===== src/rtl/spi_pkg.sv =====
// Shared types and constants for the SPI primary: FSM encoding, frame size,
// default divider and the request payload captured on start.
package spi_pkg;

  localparam int unsigned FRAME_BITS      = 16;
  localparam int unsigned CLK_DIV_DEFAULT = 25;
  localparam int unsigned DIV_W           = 8;
  localparam int unsigned BIT_W           = $clog2(FRAME_BITS);
  localparam int unsigned ADDR_W          = 6;
  localparam int unsigned DATA_W          = 8;

  typedef enum logic [2:0] {
    IDLE,
    SETUP,
    XFER,
    HOLD,
    GAP
  } state_t;

  typedef struct packed {
    logic              rw;
    logic [ADDR_W-1:0] addr;
    logic [DATA_W-1:0] wdata;
  } spi_req_t;

  // Command byte then payload; reads shift out all-ones as don't-care data.
  function automatic logic [FRAME_BITS-1:0] build_frame(input spi_req_t req);
    return {req.rw, 1'b0, req.addr, (req.rw ? 8'hFF : req.wdata)};
  endfunction

endpackage


===== src/rtl/spi_tick_gen.sv =====
// Half-period tick for the SPI clock. Held cleared while the FSM is idle so
// every frame starts with a full first phase.
module spi_tick_gen
  import spi_pkg::*;
#(
  parameter int unsigned CLK_DIV = CLK_DIV_DEFAULT
) (
  input  logic clk,
  input  logic reset_n,
  input  logic clear,
  output logic tick_c
);

  localparam logic [DIV_W-1:0] LAST = DIV_W'(CLK_DIV - 1);

  logic [DIV_W-1:0] cnt_q;

  assign tick_c = (cnt_q == LAST);

  always_ff @(posedge clk or negedge reset_n) begin
    if (!reset_n) begin
      cnt_q <= '0;
    end else if (clear || tick_c) begin
      cnt_q <= '0;
    end else begin
      cnt_q <= DIV_W'(cnt_q + 1'b1);
    end
  end

endmodule


===== src/rtl/spi_primary.sv =====
// SPI mode-3 primary issuing 16-bit register frames (command byte, data byte)
// with registered pin and status outputs.
module spi_primary
  import spi_pkg::*;
#(
  parameter int unsigned CLK_DIV = CLK_DIV_DEFAULT
) (
  input  logic              clk,
  input  logic              reset_n,
  input  logic              start,
  input  logic              rw,
  input  logic [ADDR_W-1:0] addr,
  input  logic [DATA_W-1:0] wdata,
  output logic [DATA_W-1:0] rdata,
  output logic              busy,
  output logic              done,
  output logic              SPI_CSN,
  output logic              SPI_CLK,
  output logic              SPI_SDI,
  input  logic              SPI_SDO
);

  localparam logic [BIT_W-1:0] LAST_BIT   = BIT_W'(FRAME_BITS - 1);
  localparam logic [BIT_W-1:0] FIRST_DATA = BIT_W'(FRAME_BITS / 2);

  state_t                  state_q, state_d;
  logic [FRAME_BITS-1:0]   tx_q, tx_d;
  logic                    rw_q, rw_d;
  logic [BIT_W-1:0]        bit_q, bit_d;
  logic                    high_q, high_d;
  logic [DATA_W-1:0]       cap_q, cap_d;
  logic [DATA_W-1:0]       rdata_d;
  logic                    busy_d, done_d, csn_d, sclk_d, sdi_d;
  logic                    accept_c;
  logic                    tick_c;
  spi_req_t                req_c;

  assign req_c = '{rw: rw, addr: addr, wdata: wdata};

  spi_tick_gen #(
    .CLK_DIV (CLK_DIV)
  ) u_tick (
    .clk     (clk),
    .reset_n (reset_n),
    .clear   (state_q == IDLE),
    .tick_c  (tick_c)
  );

  // Next-state and next-output logic; every output is registered below.
  always_comb begin
    state_d  = state_q;
    tx_d     = tx_q;
    rw_d     = rw_q;
    bit_d    = bit_q;
    high_d   = high_q;
    cap_d    = cap_q;
    rdata_d  = rdata;
    busy_d   = busy;
    done_d   = 1'b0;
    csn_d    = SPI_CSN;
    sclk_d   = SPI_CLK;
    sdi_d    = SPI_SDI;
    accept_c = 1'b0;

    unique case (state_q)
      IDLE: begin
        if (start) accept_c = 1'b1;
      end
      SETUP: begin
        if (tick_c) begin
          state_d = XFER;
          sclk_d  = 1'b0;
          sdi_d   = tx_q[FRAME_BITS-1];
          bit_d   = '0;
          high_d  = 1'b0;
        end
      end
      XFER: begin
        if (tick_c) begin
          if (!high_q) begin
            sclk_d = 1'b1;
            high_d = 1'b1;
            if (rw_q && (bit_q >= FIRST_DATA)) cap_d = {cap_q[DATA_W-2:0], SPI_SDO};
          end else if (bit_q == LAST_BIT) begin
            state_d = HOLD;
          end else begin
            bit_d  = BIT_W'(bit_q + 1'b1);
            high_d = 1'b0;
            sclk_d = 1'b0;
            sdi_d  = tx_q[FRAME_BITS-2];
            tx_d   = {tx_q[FRAME_BITS-2:0], 1'b1};
          end
        end
      end
      HOLD: begin
        if (tick_c) begin
          state_d = GAP;
          csn_d   = 1'b1;
          sdi_d   = 1'b1;
          done_d  = 1'b1;
          if (rw_q) rdata_d = cap_q;
        end
      end
      GAP: begin
        // A start present as the gap expires is taken at the point IDLE would
        // sample it, so a held start yields gaps of exactly CLK_DIV cycles.
        if (tick_c) begin
          if (start) begin
            accept_c = 1'b1;
          end else begin
            state_d = IDLE;
            busy_d  = 1'b0;
          end
        end
      end
      default: begin
        state_d = IDLE;
      end
    endcase

    if (accept_c) begin
      state_d = SETUP;
      rw_d    = req_c.rw;
      tx_d    = build_frame(req_c);
      cap_d   = '0;
      csn_d   = 1'b0;
      busy_d  = 1'b1;
      sclk_d  = 1'b1;
      sdi_d   = 1'b1;
    end
  end

  always_ff @(posedge clk or negedge reset_n) begin
    if (!reset_n) begin
      state_q <= IDLE;
      tx_q    <= '0;
      rw_q    <= 1'b0;
      bit_q   <= '0;
      high_q  <= 1'b0;
      cap_q   <= '0;
      rdata   <= '0;
      busy    <= 1'b0;
      done    <= 1'b0;
      SPI_CSN <= 1'b1;
      SPI_CLK <= 1'b1;
      SPI_SDI <= 1'b1;
    end else begin
      state_q <= state_d;
      tx_q    <= tx_d;
      rw_q    <= rw_d;
      bit_q   <= bit_d;
      high_q  <= high_d;
      cap_q   <= cap_d;
      rdata   <= rdata_d;
      busy    <= busy_d;
      done    <= done_d;
      SPI_CSN <= csn_d;
      SPI_CLK <= sclk_d;
      SPI_SDI <= sdi_d;
    end
  end

endmodule


===== config.mk =====
export PLATFORM = sky130hd
export DESIGN_NAME = spi_primary
export DESIGN_NICKNAME = d
export VERILOG_FILES = /design/src/rtl/spi_pkg.sv /design/src/rtl/spi_tick_gen.sv /design/src/rtl/spi_primary.sv
export SDC_FILE = /design/constraint.sdc
export NUM_CORES = 1
export LEC_CHECK = 0
export CORE_MARGIN = 2
export CORE_UTILIZATION = 59
export CTS_CLUSTER_DIAMETER = 80
export DETAILED_ROUTE_END_ITERATION = 10
export HOLD_SLACK_MARGIN = 0.1
export PLACE_DENSITY = 0.88
export RECOVER_POWER = 100
export SYNTH_ARGS = -nofsm -noshare
export SYNTH_HDL_FRONTEND = slang
export SYNTH_SLANG_ARGS = --single-unit

===== constraint.sdc =====
create_clock -name clk -period 5.4 [get_ports clk]
set_clock_uncertainty 0.2 [all_clocks]
set_input_delay 1.08 -clock clk [delete_from_list [all_inputs] [get_ports clk]]
set_output_delay 1.08 -clock clk [all_outputs]
set_load 0.005 [all_outputs]

---- After elaboration in Yosys (flattened, before gate mapping) ----
Index checks and enable logic that the tools add are counted.
word-level totals
  flip-flop bits (word level) ............. 54
  input port bits ......................... 19
  output and inout port bits .............. 13
operators by class
  add/subtract/negate cells ............... 2
  $lt $le $gt $ge ......................... 1
  equal/unequal tests ..................... 23
  mux-type cells .......................... 54
  reduce and logical (&&, ||, !) cells .... 22
operators by type and width
  operator               number
  $mux W16               5
  $mux W8                7
  $mux W1                24
  $mux W3                8
  $mux W4                4
  $pmux W3 S5            1
  $reduce_bool A2 Y1     7
  $ne A3 B2 Y1 const B   4
  $ne A3 B3 Y1 const B   4
  $reduce_and A4 Y1      3
  $reduce_and A3 Y1      3
  $add A8 B1 Y8 const B  1
  $eq A8 B5 Y1 const B   1
  $ne A2 B1 Y1 const B   4
  $ne A2 B2 Y1 const B   4
  $pmux W4 S2            1
  $reduce_and A8 Y1      1
  $eq A3 B2 Y1 const B   2
  $pmux W1 S2            3
  $reduce_and A6 Y1      1
  $reduce_and A5 Y1      1
  $add A4 B1 Y4 const B  1
  $eq A4 B4 Y1 const B   1
  $ge A4 B4 Y1 const B   1
  other kinds (10)       10

---- Depth between registers and ports, before layout ----
Gate-level depths: netlist of the first run.
  depth after elaboration ................. 7
  mapped depth ............................ 8
  gate-level depth less buffers ........... 6

---- Cells and area by module ----
A second synthesis of the first run with hierarchy kept.
second synthesis, totals
  cells, all modules ...................... 244
  area total of the unflattened synthesis .. 2612.5 sq um
by module, submodules not included
  module        instances  cells an instance  area an instance (sq um)  seq. area each (sq um)
  spi_primary   1          204                2197.1                    1154.9
  spi_tick_gen  1          40                 415.4                     200.2

---- Worst setup path before layout of the first run ----
No wires, ideal clock.
  path type ............................... register to register
  start point ............................. reg state_q[2]
  end point ............................... reg cap_q[0]
  setup time .............................. 0.139 ns
  arrival time ............................ 1.893 ns
  path slack .............................. 3.168 ns
  cell stages (with the launch flop) ...... 6
  path buffers ............................ 1
  clock period less this slack ............ 2.232 ns
  cells stage by stage .................... dfrtp_1 clkbuf_1 or4b_1 nor4_4 mux2i_1 nor2_1
between the ends
  longest elaborated chain between the ends .. 4
ends and longest elaborated chain
  item                                                                 line                text
  start: declaration                                                   spi_primary.sv:26   state_t state_q, state_d;
  start signal: assignment                                             spi_primary.sv:148  state_q <= state_d;
  $eq A3 B3 Y1 or $logic_not A3 Y1 (tied branches)                     spi_primary.sv:65   unique case (state_q)
  $pmux W1 S2                                                          spi_primary.sv:65
  $ne A2 B1 Y1 (no source line) or $reduce_bool A2 Y1 (tied branches)  -
  $reduce_and A4 Y1 (no source line)                                   -
  end signal: assignment                                               spi_primary.sv:153  cap_q <= cap_d;
  end: declaration                                                     spi_primary.sv:31   logic [DATA_W-1:0] cap_q, cap_d;
Parallel ways exist; a longest one is shown, timed or not.
A chain may end at the register's enable or synchronous reset.

---- Worst setup path after layout of the first run ----
  start point ............................. reg u_tick.cnt_q[0]
  end point ............................... reg rw_q
between the ends
  longest elaborated chain between the ends .. 3
ends and longest elaborated chain
  item                      line                text
  start: declaration        spi_tick_gen.sv:16  logic [DIV_W-1:0] cnt_q;
  start signal: assignment  spi_tick_gen.sv:26  cnt_q <= DIV_W'(cnt_q + 1'b1);
  $eq A8 B5 Y1              spi_tick_gen.sv:18  assign tick_c = (cnt_q == LAST);
  $mux W1                   spi_primary.sv:107  if (tick_c) begin
  $pmux W1 S2               spi_primary.sv:65
  end signal: assignment    spi_primary.sv:150  rw_q <= rw_d;
  end: declaration          spi_primary.sv:28   logic rw_q, rw_d;
No other way between the ends.

==> results of run 1 <==
## layout make-up
| class | instances | area (um^2) |
|---|---|---|
| flip-flops and latches | 54 | 1360 |
| fillers | 316 | 1300 |
| clock buffers | 6 | 72.6 |
| clock inverters | 2 | 13.8 |
| well taps | 52 | 65.1 |
| multi-input cells | 167 | 1130 |
| repair buffers | 33 | 320 |
| inverters | 11 | 41.3 |
## through the flow
stage          worst slack (ns)  hold WS (ns)
3_3_place_gp               2.46         0.289
4_1_cts                    2.56         0.318
5_1_grt                    1.84         0.330
6_report                   2.09         0.305
3_5_place_dp               2.41         0.295
2_1_floorplan              3.17         0.278
## cells in the mapped netlist, drive strengths merged
cell type / n
nand3b: 2
o21a: 1
nor2: 24
o32a: 1
nand3: 20
xnor2: 3
a21oi: 8
nand2b: 1
o31a: 1
a21o: 3
and3: 3
nor4: 12
xor2: 5
inv: 11
or3b: 2
buf: 3
a32o: 1
dfrtp: 51
a2bb2oi: 2
mux2i: 9
or2: 1
a31oi: 9
mux2: 9
and3b: 1
or4b: 2
ha: 4
o21ai: 15
nand2: 4
o31ai: 1
or4: 1
dfstp: 3
o221a: 5
o22ai: 1
or3: 6
nor3: 7
nor4b: 1
o221ai: 1
a211o: 1
clkbuf: 10
## power breakdown
part	internal [mW]	total, mW	switching (mW)	leakage [nW]
sequential	0.404	0.404	0	0.629
combinational	0.0119	0.0232	0.0113	0.586
clock	0.0918	0.219	0.127	0.0452
## cells by family (layout without fill, tap and decap cells)
kind of cell,count (synthesis),count (layout),share of synthesized area [%]
AOI/OAI and AO/OA,50,50,13.1
xor gates and xnor gates,8,8,2.72
adders and majority gates,4,4,1.94
buffers and inverters,24,52,3.59
DFF,54,54,52.5
muxes,18,18,7.42
and+or+nand+nor,87,87,18.7
## worst max-delay path, cell delays in order, from the launching register on
cell and delay, ns:
dfrtp_1 0.44, inv_1 0.06, ha_1 0.20, and3b_1 0.22
a21oi_1 0.77, or2_0 0.89, mux2_2 0.42
## state kept, by name, indices dropped and copies added (netlist names), 3 cells and up
name,count
u_tick.cnt_q,8
state_q,3
rdata,8
bit_q,4
tx_q,16
cap_q,8
## worst paths after layout
path / end / slack, ns
hold reg to reg: rdata[7]$_DFFE_PN0P_ / 0.31
hold / removal: rdata[7]$_DFFE_PN0P_ / 0.31
setup / recovery: rw_q$_DFFE_PN0P_ / 2.09
max in group asynchronous: u_tick.cnt_q[0]$_DFF_PN0_ / 3.86
min in group asynchronous: tx_q[7]$_DFFE_PN0P_ / 0.67
setup reg to reg: rw_q$_DFFE_PN0P_ / 2.09
## layer usage
metal	track usage [%]	wire (um)	vias to the layer above
met4	7.05	105	0
met1	34.7	2390	976
met3	5.34	267	12
met2	38.1	2660	58
met5	0	0	-
li1	-	-	943
==> flow_summary_export.csv, run 1 <==
group,metric,value,unit
min_path,hold_start,"rdata[7]$_DFFE_PN0P_",
synthesis,syn-num-nets,268,
clock_tree,cts.htree.levels,2,
sta,grt_setup_unrepaired,"no",
sta,setup-violations-final,0,
global_route,grt_pass1_vias,2013,
final_layout,diodes,0,
route,wl,5.43,mm
route,final_antenna_net_count,0,
floorplan,die_width,70.1,um
clock_tree,root_buffer,"clkbuf_8",
sta,max_freq,302,MHz
flow_run,cap_violations,0,
synthesis,synth_area_leaders,"dfrtp_1, mux2_2, nand3_1, mux2i_1, nor2_1",
synthesis,synth_top_area_share,49.5,%
global_route,grt_start_max_net_pins,55,
global_route,grt_usage,24.4,%
final_layout,finalNonFillerCells,325,
route,first_iter_violations,187,
final_layout,final_common_cell,"dfrtp_1",
sta,period_minus_slack,3.31,ns
sta,tightest_slew,1.04,ns
place,place_area,2910,um^2
route,drc,0,
final_layout,mostFrequentLayoutCells,"dfrtp_1, nor2_1, nand3_1, clkdlybuf4s50_1, o21ai_0",
floorplan,core,4290,um^2
synthesis,yosys_register_bits,54,
synthesis,syn_area,2580,um^2
synthesis,synth_top_area_cell,"dfrtp_1",
setup_path,startpoint,"u_tick.cnt_q[0]$_DFF_PN0_",
min_path,hold_path_class,"flip-flop to flip-flop",
sta,finalMaxSlewViolations,0,
power,finalPower,0.646,mW
synthesis,ys_seq_area_share,52.5,%
clock_tree,cts_setup_buffers,0,
power,p_leak,1.26,nW
route,viasPerCell,6.12,
setup_path,ff2ff_path_depth,6,
synthesis,synth.avg_cell_area,10.5,um^2
min_path,whs_path_depth,1,
global_route,overflow,0,
final_layout,area_growth,16.2,%
setup_path,setup.worst_path.start_class,"flip-flop",
route,vias,1989,
floorplan,start_util,60.1,%
sta,fin_crit_sh,61.4,%
setup_path,required,5.40,ns
route,wl_per_cell,16.7,um
sta,hold_violations,0,
final_layout,drive_gt1_share,11.4,%
setup_path,path_class,"flip-flop to flip-flop",
setup_path,critical_path_arrival,3.31,ns
sta,setup_tns,0,ns
setup_path,crit_path_end_kind,"flip-flop",
clock_tree,numClockSinks,54,
floorplan,dieArea,4920,um^2
place,dp_cells,317,
final_layout,stdcell_area,3000,um^2
synthesis,syn_inst,245,
clock_tree,clock_latency,0.31,ns
clock_tree,postCtsHoldBufs,0,
power,cellPowerDensity,216,nW/um^2
outcome,status,"complete, no violations",
setup_path,path_max_fanout,18,
floorplan,ioPinCount,32,
clock_tree,clkSlewWorstSetupHoldPaths,0.10,ns
clock_tree,cts.path.max_buffers,2,
route,drt-pass1-iter-count,4,
floorplan,row_count,24,
synthesis,synth_cell_types,43,
clock_tree,cts_tree,"built",
place,gp_congestion,0.785,
clock_tree,post_cts_resized,0,
place,port-buffer-count,31,
synthesis,ys_warn_count,0,
clock_tree,numCtsBuffers,5,
sta,slew_headroom,30.6,%
global_route,antenna_found_initial,0,
place,place_hpwl,3.72,mm
setup_path,r2r-start,"u_tick.cnt_q[0]$_DFF_PN0_",
global_route,grt_pass1_wl,9.60,mm
final_layout,nets,295,
final_layout,fin_util,69.8,%
power,irDropWorstVdd,0.142,mV
floorplan,die_height,70.1,um
Note: power is estimated with default switching activity, not from simulation.
==> run 2: changes to the inputs <==
Settings changed: CORE_UTILIZATION 59 to 50, PLACE_DENSITY 0.88 to 0.8.
Clock period 5.4 ns to 2.9 ns, I/O delays scaled along.
==> flow_summary_export.csv, run 2 (synthesis gave the netlist of run 1 again) <==
group,metric,value,unit
outcome,status,"complete, no violations",
sta,finalMaxSlewViolations,0,
place,place_area,3000,um^2
sta,setup-violations-final,0,
global_route,grt_use_met1,30.0,%
sta,hold_violations,0,
global_route,antenna_found_initial,0,
power,p_leak,1.29,nW
place,place_ws,0.462,ns
floorplan,die_width,75.8,um
setup_path,crit_slowest_cell,"clkbuf_1",
clock_tree,numCtsBuffers,5,
power,p_sw_share,22.1,%
setup_path,r2r-start,"u_tick.cnt_q[6]$_DFF_PN0_",
power,pwr-share-clk,34.6,%
route,first_iter_violations,143,
setup_path,required,3.12,ns
clock_tree,numClockSinks,54,
final_layout,multiInputGateArea,1130,um^2
clock_tree,clock_latency,0.31,ns
sta,setup_tns,0,ns
floorplan,die_height,75.8,um
final_layout,mostFrequentLayoutCells,"dfrtp_1, nor2_1, nand3_1",
power,combPwrFrac,3.6,%
power,p_seq_share,61.8,%
sta,slew_headroom,3.46,%
global_route,grt-busiest-layer,"met2",
power,irDropWorstVdd,0.267,mV
setup_path,crit_path_end_kind,"async pin",
final_layout,finalNonFillerCells,353,
clock_tree,postCtsHoldBufs,1,
global_route,overflow,0,
clock_tree,cts_tree,"built",
setup_path,setup.worst_path.start_class,"input pin",
route,vias,2015,
floorplan,core,5040,um^2
setup_path,path_cells,"dlygate4sd3_1 > clkbuf_1 > clkbuf_2",
route,drc,0,
clock_tree,clkSlewWorstSetupHoldPaths,0.10,ns
final_layout,area_growth,19.6,%
min_path,whs_path_depth,1,
sta,fin_crit_sh,85.5,%
route,wl,5.31,mm
route,drt-pass1-iter-count,5,
global_route,grt_pass1_wl,9.29,mm
floorplan,dieArea,5750,um^2
global_route,met2_usage,33.5,%
place,port-buffer-count,31,
place,gp_congestion,0.916,
global_route,grt_pass1_vias,1983,
sta,grt_setup_unrepaired,"no",
sta,period_minus_slack,2.48,ns
setup_path,critical_path_arrival,2.70,ns
floorplan,row_count,26,
setup_path,path_class,"input pin to async pin",
final_layout,register_area,1360,um^2
route,viasPerCell,5.71,
final_layout,largest_register_ffs,16,
clock_tree,cts.path.max_buffers,2,
setup_path,startpoint,"reset_n",
final_layout,drive_gt1_share,13.4,%
power,cellPowerDensity,395,nW/um^2
clock_tree,cts_setup_buffers,0,
place,dp_cells,344,
floorplan,ioPinCount,32,
global_route,met3_usage,4.23,%
setup_path,slowest_delay,1.05,ns
power,p_switching,0.269,mW
global_route,grt_start_max_net_pins,28,
setup_path,critical_path_buf_inv_count,3,
final_layout,stdcell_area,3080,um^2
setup_path,crit_family,"buffers and inverters",
final_layout,diodes,0,
route,final_antenna_net_count,0,
final_layout,final_common_cell,"dfrtp_1",
sta,tightest_slew,1.45,ns
setup_path,worstReg2RegEnd,"tx_q[13]$_DFFE_PN0P_",
min_path,hold_path_class,"flip-flop to flip-flop",
final_layout,fin_util,61.2,%
flow_run,cap_violations,0,
setup_path,path_max_fanout,27,
sta,max_freq,403,MHz
min_path,min_to,"rdata[7]$_DFFE_PN0P_",
sta,setup_slack,0.420,ns
final_layout,nets,305,
min_path,hold_start,"rdata[7]$_DFFE_PN0P_",
final_layout,fill_cells,410,
clock_tree,post_cts_resized,0,
global_route,grt_usage,21.4,%
final_layout,regMostFlops,"tx_q",
setup_path,r2r_setup_slack,0.42,ns
power,p_int,0.948,mW
setup_path,ff2ff_path_depth,5,
floorplan,start_util,51.1,%
clock_tree,cts.htree.levels,2,
clock_tree,root_buffer,"clkbuf_8",
place,place_hpwl,3.87,mm
route,wl_per_cell,15.0,um
==> run 2: cell count changes in the layout (fill, tap and decap cells not counted), sizes merged, moves of 2 or more <==
cell	before	now
clkbuf	6	12
clkinv	2	0
clkinvlp	0	2
dlygate4sd3	10	12
buf	3	5
==> run 2: layer usage <==
metal	share of wire [%]	up-vias
li1	-	965
met1	45	1005
met2	50	38
met3	4.2	7
met4	1.3	0
met5	0	-
==> run 2: per-stage QoR <==
step,hold slack (ns),total power [mW]
after global routing,0.331,1.27
final,0.308,1.22
after global placement,0.293,0.812
after CTS,0.323,1.23
after floorplan,0.0844,0.770
after detailed placement,0.300,0.812
==> run 2: cell type report <==
cell class / count / share of cell area (%)
inverters: 11 / 1.34
flip-flops and latches: 54 / 43.9
clock buffers: 5 / 2.23
well taps: 70 / 2.84
clock inverters: 3 / 0.771
repair buffers: 43 / 12.2
multi-input cells: 167 / 36.7
==> run 2: how the worst max path moves through the flow <==
stage	slack, ns	depth (start not counted)	endpoint
detailed placement	0.46	5	tx_q[13]$_DFFE_PN0P_
global route	0.10	3	SPI_CLK$_DFFE_PN1P_
global placement	0.56	5	tx_q[13]$_DFFE_PN0P_
floorplan	0.67	5	cap_q[0]$_DFFE_PN0P_
CTS	0.45	5	tx_q[13]$_DFFE_PN0P_
finish	0.42	3	SPI_CLK$_DFFE_PN1P_
==> run 2: power by group through the flow <==
stage / registers [mW] / clock network (mW) / logic (mW)
after detailed placement: 0.767 / 0 / 0.0452
after CTS: 0.753 / 0.434 / 0.0462
after global placement: 0.767 / 0 / 0.0447
after floorplan: 0.767 / 0 / 0.00297
final: 0.752 / 0.421 / 0.0439
after global routing: 0.753 / 0.465 / 0.0493
